File: src/rtl/mem_interface_unit.sv
// Bridges TinyALU IU load/store requests onto a byte-wide req/ack memory bus.
// Loads return one byte; stores split the 16-bit result into two little-endian byte writes.
module mem_interface_unit #(
    parameter int ADDR_W  = 14,
    parameter int DATA_W  = 8,
    parameter int TIMEOUT = 255
) (
    input  logic                  clk,
    input  logic                  reset,
    input  logic                  load,
    input  logic                  store,
    input  logic [ADDR_W-1:0]     Addr,
    input  logic [2*DATA_W-1:0]   result,
    output logic [DATA_W-1:0]     data,
    output logic                  mem_done,
    output logic                  mem_req,
    output logic                  mem_we,
    output logic [ADDR_W-1:0]     mem_addr,
    output logic [DATA_W-1:0]     mem_wdata,
    input  logic [DATA_W-1:0]     mem_rdata,
    input  logic                  mem_ack,
    output logic                  err
);

    localparam int CNT_W = $clog2(TIMEOUT + 1);
    localparam logic [CNT_W-1:0] CNT_LAST = CNT_W'(TIMEOUT - 1);

    typedef enum logic [2:0] {IDLE, RD, WR_LO, WR_HI, DONE} state_t;

    state_t              state, state_nxt;
    logic [CNT_W-1:0]    cnt, cnt_nxt;
    logic [ADDR_W-1:0]   cap_addr, cap_addr_nxt;
    logic [DATA_W-1:0]   cap_hi, cap_hi_nxt;
    logic [DATA_W-1:0]   data_nxt;
    logic                req_nxt, we_nxt, err_nxt, done_nxt;
    logic [ADDR_W-1:0]   addr_nxt;
    logic [DATA_W-1:0]   wdata_nxt;
    logic                timed_out;

    // Byte address of the high half of a store; wraps at the top of memory.
    function automatic logic [ADDR_W-1:0] addr_inc(input logic [ADDR_W-1:0] a);
        return a + ADDR_W'(1);
    endfunction

    assign timed_out = (cnt == CNT_LAST);

    always_comb begin
        state_nxt    = state;
        cnt_nxt      = cnt;
        cap_addr_nxt = cap_addr;
        cap_hi_nxt   = cap_hi;
        data_nxt     = data;
        req_nxt      = mem_req;
        we_nxt       = mem_we;
        addr_nxt     = mem_addr;
        wdata_nxt    = mem_wdata;
        err_nxt      = err;
        done_nxt     = 1'b0;

        case (state)
            IDLE: begin
                cnt_nxt = '0;
                if (load) begin
                    cap_addr_nxt = Addr;
                    req_nxt      = 1'b1;
                    we_nxt       = 1'b0;
                    addr_nxt     = Addr;
                    err_nxt      = err | store;
                    state_nxt    = RD;
                end else if (store) begin
                    cap_addr_nxt = Addr;
                    cap_hi_nxt   = result[2*DATA_W-1:DATA_W];
                    req_nxt      = 1'b1;
                    we_nxt       = 1'b1;
                    addr_nxt     = Addr;
                    wdata_nxt    = result[DATA_W-1:0];
                    state_nxt    = WR_LO;
                end
            end
            RD: begin
                if (mem_ack) begin
                    data_nxt  = mem_rdata;
                    req_nxt   = 1'b0;
                    state_nxt = DONE;
                end else if (timed_out) begin
                    data_nxt  = {DATA_W{1'b1}};
                    req_nxt   = 1'b0;
                    err_nxt   = 1'b1;
                    state_nxt = DONE;
                end else begin
                    cnt_nxt = cnt + CNT_W'(1);
                end
            end
            WR_LO: begin
                if (mem_ack) begin
                    addr_nxt  = addr_inc(cap_addr);
                    wdata_nxt = cap_hi;
                    cnt_nxt   = '0;
                    state_nxt = WR_HI;
                end else if (timed_out) begin
                    req_nxt   = 1'b0;
                    err_nxt   = 1'b1;
                    state_nxt = DONE;
                end else begin
                    cnt_nxt = cnt + CNT_W'(1);
                end
            end
            WR_HI: begin
                if (mem_ack || timed_out) begin
                    req_nxt   = 1'b0;
                    err_nxt   = err | ~mem_ack;
                    state_nxt = DONE;
                end else begin
                    cnt_nxt = cnt + CNT_W'(1);
                end
            end
            DONE: begin
                req_nxt   = 1'b0;
                state_nxt = IDLE;
            end
            default: state_nxt = IDLE;
        endcase

        // mem_done is registered, so it is raised on the edge that enters DONE.
        done_nxt = (state_nxt == DONE) && (state != DONE);
    end

    always_ff @(posedge clk or posedge reset) begin
        if (reset) begin
            state     <= IDLE;
            cnt       <= '0;
            cap_addr  <= '0;
            cap_hi    <= '0;
            data      <= '0;
            mem_done  <= 1'b0;
            mem_req   <= 1'b0;
            mem_we    <= 1'b0;
            mem_addr  <= '0;
            mem_wdata <= '0;
            err       <= 1'b0;
        end else begin
            state     <= state_nxt;
            cnt       <= cnt_nxt;
            cap_addr  <= cap_addr_nxt;
            cap_hi    <= cap_hi_nxt;
            data      <= data_nxt;
            mem_done  <= done_nxt;
            mem_req   <= req_nxt;
            mem_we    <= we_nxt;
            mem_addr  <= addr_nxt;
            mem_wdata <= wdata_nxt;
            err       <= err_nxt;
        end
    end

endmodule
File: config.mk
export PLATFORM = sky130hd
export DESIGN_NAME = mem_interface_unit
export DESIGN_NICKNAME = d
export VERILOG_FILES = /design/src/rtl/mem_interface_unit.sv
export SDC_FILE = /design/constraint.sdc
export NUM_CORES = 1
export LEC_CHECK = 0
export ABC_CLOCK_PERIOD_IN_PS = 3110
export CORE_MARGIN = 5
export CORE_UTILIZATION = 46
export CTS_BUF_LIST = sky130_fd_sc_hd__clkbuf_16
export DETAILED_ROUTE_END_ITERATION = 10
export GPL_ROUTABILITY_DRIVEN = 0
export PLACE_DENSITY = 0.81
export SLEW_MARGIN = 20
export SYNTH_ARGS = -nofsm -noshare
export SYNTH_HDL_FRONTEND = slang
export SYNTH_SLANG_ARGS = --single-unit
File: constraint.sdc
create_clock -name clk -period 3.11 [get_ports clk]
set_input_delay 0.311 -clock clk [delete_from_list [all_inputs] [get_ports clk]]
set_output_delay 0.311 -clock clk [all_outputs]
set_load 0.03 [all_outputs]
# ---- After elaboration in Yosys (flattened, before gate mapping)
# Cells that the tools add are included.
dict set report word_totals {
  word_cells 88
  output_inout_bits 34
  ff_bits 67
  in_bits 43
}
dict set report classes {
  n_reduce_logical 18
  bitwise_logic 4
  n_mux 35
  eq_ne 18
  n_addsub 2
}
# cell count
set op_table {}
lappend op_table {{$mux W8} 9}
lappend op_table {{$mux W14} 3}
lappend op_table {{$pmux W8 S4} 1}
lappend op_table {{$pmux W14 S2} 1}
lappend op_table {{$mux W3} 6}
lappend op_table {{$ne A2 B2 Y1 const B} 9}
lappend op_table {{$pmux W8 S2} 1}
lappend op_table {{$add A14 B1 Y14 const B} 1}
lappend op_table {{$pmux W3 S4} 1}
lappend op_table {{$mux W1} 11}
lappend op_table {{$reduce_and A3 Y1} 3}
lappend op_table {{$add A8 B1 Y8 const B} 1}
lappend op_table {{$eq A8 B8 Y1 const B} 1}
lappend op_table {{$reduce_and A4 Y1} 2}
lappend op_table {{$eq A3 B2 Y1 const B} 2}
lappend op_table {{$eq A3 B3 Y1 const B} 2}
lappend op_table {{$ne A3 B3 Y1 const B} 2}
lappend op_table {{$reduce_bool A2 Y1} 3}
lappend op_table {{$pmux W1 S5} 1}
lappend op_table {{$reduce_and A5 Y1} 1}
lappend op_table {{$reduce_bool A5 Y1} 1}
lappend op_table {{$reduce_and A2 Y1} 2}
lappend op_table {{$reduce_bool A4 Y1} 1}
lappend op_table {{$eq A3 B1 Y1 const B} 1}
lappend op_table {{other kinds (9)} 11}

# ---- Longest topological paths before layout
dict set report depth {
  depth_word 6
  mapped_depth 7
  depth_no_buf 6
}

# ---- Worst setup path after synthesis
# Ideal clock, no wire load.
dict set report synth_timing {
  path_type {register to register}
  start {register state[0]}
  end {register cap_addr[1]}
  period_less_slack_ps 1598
  arrival_ps 1473
  path_stages_with_launch 6
  n_path_buf 2
  slack_ps 1512
  t_required_ps 2985
  cell_sequence {dfrtp_1 -> nor3_1 -> nor2b_1 -> buf_2 -> buf_2 -> mux2_2}
}
dict set report synth_via {
  elab_chain_len 2
}
# item line_no
set synth_rtl {}
lappend synth_rtl {{start: declaration} 30} ;# state_t state, state_nxt;
lappend synth_rtl {{start signal: assignment} 142} ;# state <= state_nxt;
lappend synth_rtl {{$logic_not A3 Y1} 60} ;# case (state)
lappend synth_rtl {{$reduce_and A2 Y1 (no source line)} n/a}
lappend synth_rtl {{end signal: assignment} 144} ;# cap_addr <= cap_addr_nxt;
lappend synth_rtl {{end: declaration} 32} ;# logic [ADDR_W-1:0] cap_addr, cap_addr_nxt;
# No other way between the ends.
# A chain may end at the register's enable or synchronous reset.

# ---- Worst setup path after layout
dict set report layout_timing {
  start {register state[2]}
  end {register mem_addr[9]}
}
dict set report layout_via {
  elab_chain_len 3
  word_cells_on_any_way 7
  classes_between {eq/ne: 3; mux: 1; reduce/logical: 3}
}
# item line_no
set layout_rtl {}
lappend layout_rtl {{$eq A3 B2 Y1 or $logic_not A3 Y1 (tied branches)} 60}
lappend layout_rtl {{$ne A2 B2 Y1 (no source line), or another cell as far along} n/a}
lappend layout_rtl {{$reduce_and A3 Y1 (no source line)} n/a}
lappend layout_rtl {{end signal: assignment} 150} ;# mem_addr <= addr_nxt;
lappend layout_rtl {{end: declaration} 18} ;# output logic [ADDR_W-1:0] mem_addr,
# Parallel ways exist; a longest one is shown, timed or not.

==> impl_metrics.py <==
metrics = {
    "run_status": {
        "status": "completed",
    },
    "grt": {
        "grt_start_max_net_pins": 68,
        "first_global_vias": 2731,
        "track_usage_pct": 18.8,
        "grt.overflow.total": 0,
        "antenna_found_initial": 0,
        "grt_pass1_wl_um": 13100,
    },
    "sta": {
        "report.final.hold_viol_count": 0,
        "finClkSkew_ns": 0.00296,
        "setup_viol": 0,
        "slew_violations": 0,
        "worstMarginPinSlew_ns": 0.968,
        "fin_setup_tns_ns": 0,
        "min_period_ns": 2.17,
        "fin_crit_sh_pct": 69.9,
        "slew_headroom_pct": 35.4,
        "rsz0062_at_grt": "no",
        "max_freq_mhz": 460,
        "hold_ws_ns": 0.368,
    },
    "drt": {
        "vias_per_cell": 5.55,
        "dr_total_vias": 2665,
        "drc": 0,
        "wl_per_cell_um": 16.1,
        "ant_nets": 0,
        "drtPass1Iterations": 5,
        "finalWirelength_um": 7730,
        "drt_first_iter_violations": 123,
    },
    "clock_tree": {
        "clock_latency_ns": 0.32,
        "numCtsBuffers": 9,
        "cts_hold_buffers": 0,
        "cts_tree": "yes",
        "ctsRootBufferMaster": "clkbuf_16",
        "cts.sinks": 67,
        "clk_pin_slew_ns": 0.05,
        "postCtsSetupBuffers": 0,
        "cts_max_level": 3,
        "clock_path_buffers": 2,
        "cts_resized": 0,
    },
    "logic_synthesis": {
        "avgSynthCellArea_um2": 11.1,
        "synth-edff-count": 0,
        "synth_nets": 345,
        "ys_seq_area_share_pct": 50.5,
        "synthesis.yosys.warnings": 0,
        "synth_area_um2": 3320,
        "synth_cells": 299,
        "synth-main-ff-cell": "dfrtp_1",
        "synth_cell_types": 54,
        "async_flop_share_pct": 100,
        "ys_ff_latch": 67,
    },
    "critical_path": {
        "crit_buf_inv": 1,
        "cp.arrival_ns": 2.37,
        "crit_chain": "nor3_1 > nor2b_1 > buf_4 > a22o_1 > or3b_1",
        "cp_top_family": "flip-flops",
        "crit_start": "state[2]",
        "start_kind": "register",
        "critical_path.max_stage_delay_ns": 0.81,
        "regToRegStartpoint": "state[2]",
        "critPathKind": "register to register",
        "cp_slowest_cell": "dfrtp_1",
        "end_kind": "register",
        "cp_max_fo": 23,
        "required_ns": 3.30,
    },
    "final_layout": {
        "diodes": 0,
        "drive_gt1_share_pct": 13.6,
        "final_core_util_pct": 62.6,
        "nets": 424,
        "syn2layout_area_growth_pct": 34.4,
        "fillers": 572,
    },
    "power": {
        "switching_share_pct": 38.6,
        "ir_drop_mv": 0.534,
        "p_sw_mw": 1.76,
        "p_comb_share_pct": 44.0,
        "clockPowerShare_pct": 20.5,
        "internal-power_mw": 2.81,
        "powerDensity_nw_per_um2": 1020,
        "leakage_nw": 1.77,
        "sequentialPowerShare_pct": 35.5,
    },
    "die": {
        "initial_utilization_pct": 46.5,
        "die_h_um": 95.0,
        "core_um2": 7140,
        "io_pins": 77,
        "num_rows": 31,
        "die_area_um2": 9020,
        "die_w_um": 95.0,
    },
    "job": {
        "maxCapViolCount": 0,
    },
    "worst_hold_path": {
        "worstHoldPathType": "input pin to async pin",
    },
    "placement": {
        "hpwl_um": 5640,
        "portBuffers": 76,
    },
}
[power by group through the flow]
stage	registers, mW	clock network, mW	logic [mW]
after global routing	1.68	1.01	2.18
after global placement	1.61	0	1.98
after detailed placement	1.63	0	2.02
after CTS	1.62	0.957	2.03
after floorplan	1.90	0	1.04
final	1.62	0.937	2.01
[sequential cells by signal (all words and copies together), names as in the netlist, 3 cells and up]
register and cells:
data 8, cnt 8, state 3, cap_addr 14
cap_hi 8, mem_wdata 8, mem_addr 14
[through the flow]
step	power [mW]	setup slack (ns)	cells	cell area [um^2]
3_5_place_dp	3.65	0.768	466	4190
3_3_place_gp	3.59	0.831	466	4190
6_report	4.57	0.937	480	4460
4_1_cts	4.61	0.972	480	4460
2_1_floorplan	2.94	1.12	299	3320
5_1_grt	4.87	0.743	480	4460
[cell usage after synthesis, drive strengths merged (2+ instances only)]
library cell	number	share of area (%)
nand4b	3	0.79
o22ai	5	1.7
o41ai	2	0.53
a211oi	7	2.0
o21ai	22	3.3
nand3	8	1.2
clkbuf	3	0.34
a41oi	2	0.53
dfrtp	67	50
inv	15	1.7
o21a	3	0.68
a21oi	3	0.45
and3	3	0.57
and4	4	1.1
nor4	4	0.75
o31ai	3	0.68
mux2	22	7.5
and2	2	0.38
a22oi	5	1.1
nand2b	2	0.45
nor2	12	1.4
mux2i	14	4.2
nand2	20	2.3
or3b	3	0.87
nor3	7	1.2
ha	3	1.1
a221oi	4	1.1
xnor2	7	1.8
buf	11	2.0
nand4	11	2.1
o22a	8	2.1
[routing by layer]
| metal | track usage, % | up-vias | wire (um) |
|---|---|---|---|
| met1 | 23.6 | 1291 | 3310 |
| met4 | 8.05 | 0 | 125 |
| li1 | - | 1271 | - |
| met5 | 0 | - | 0 |
| met2 | 30.4 | 91 | 3710 |
| met3 | 5.42 | 12 | 587 |
[path summary, 6_finish.rpt]
path,end,slack (ns),cells after the start
worst max-delay path,mem_addr[9],0.94,5
worst min-delay path,data[0],0.37,3
worst max register to register,mem_addr[9],0.94,5
worst min register to register,mem_wdata[3],0.47,2
max in group asynchronous,err,2.45,3
min in group clk,mem_wdata[3],0.47,2
[final cells by class]
| type | count | area (um^2) | share of cell area [%] |
|---|---|---|---|
| Tap cell | 99 | 124 | 2.77 |
| Multi-Input combinational cell | 203 | 1520 | 34.0 |
| Timing Repair Buffer | 82 | 818 | 18.3 |
| Sequential cell | 67 | 1680 | 37.6 |
| Clock inverter | 5 | 46.3 | 1.04 |
| Clock buffer | 9 | 225 | 5.04 |
| Inverter | 15 | 56.3 | 1.26 |
[cells in the final DEF, fill, tap and decap left out, drive strengths merged, types with 3 or more instances in the layout]
cell type	synthesis	routed
clkdlybuf4s50	0	76
dfrtp	67	67
mux2	22	22
o21ai	22	22
nand2	20	20
inv	15	15
mux2i	14	14
nor2	12	12
nand4	11	11
clkbuf	3	9
o22a	8	8
nand3	8	8
xnor2	7	7
nor3	7	7
a211oi	7	7
buf	11	6
a22oi	5	5
o22ai	5	5
and4	4	4
nor4	4	4
a221oi	4	4
clkinv	0	4
nand4b	3	3
a21oi	3	3
o31ai	3	3
and3	3	3
o21a	3	3
ha	3	3
or3b	3	3
[worst register-to-register path, cell delays in order (launching register included)]
cell	delay, ns
dfrtp_1	0.81
nor3_1	0.21
nor2b_1	0.18
buf_4	0.22
a22o_1	0.26
or3b_1	0.38
[kinds of logic (layout without fill, tap and decap cells)]
kind of cell / after synthesis / after routing / synth area share [%]
multiplexers: 36 / 36 / 11.7
flip-flops: 67 / 67 / 50.5
AO/OA/AOI/OAI: 71 / 71 / 16.0
adder cells (fa/ha/maj): 3 / 3 / 1.13
AND/OR/NAND/NOR: 85 / 85 / 14.6
buffers and inverters: 29 / 111 / 4.03
XOR/XNOR: 8 / 8 / 2.11
(Power assumes the default switching activity.)
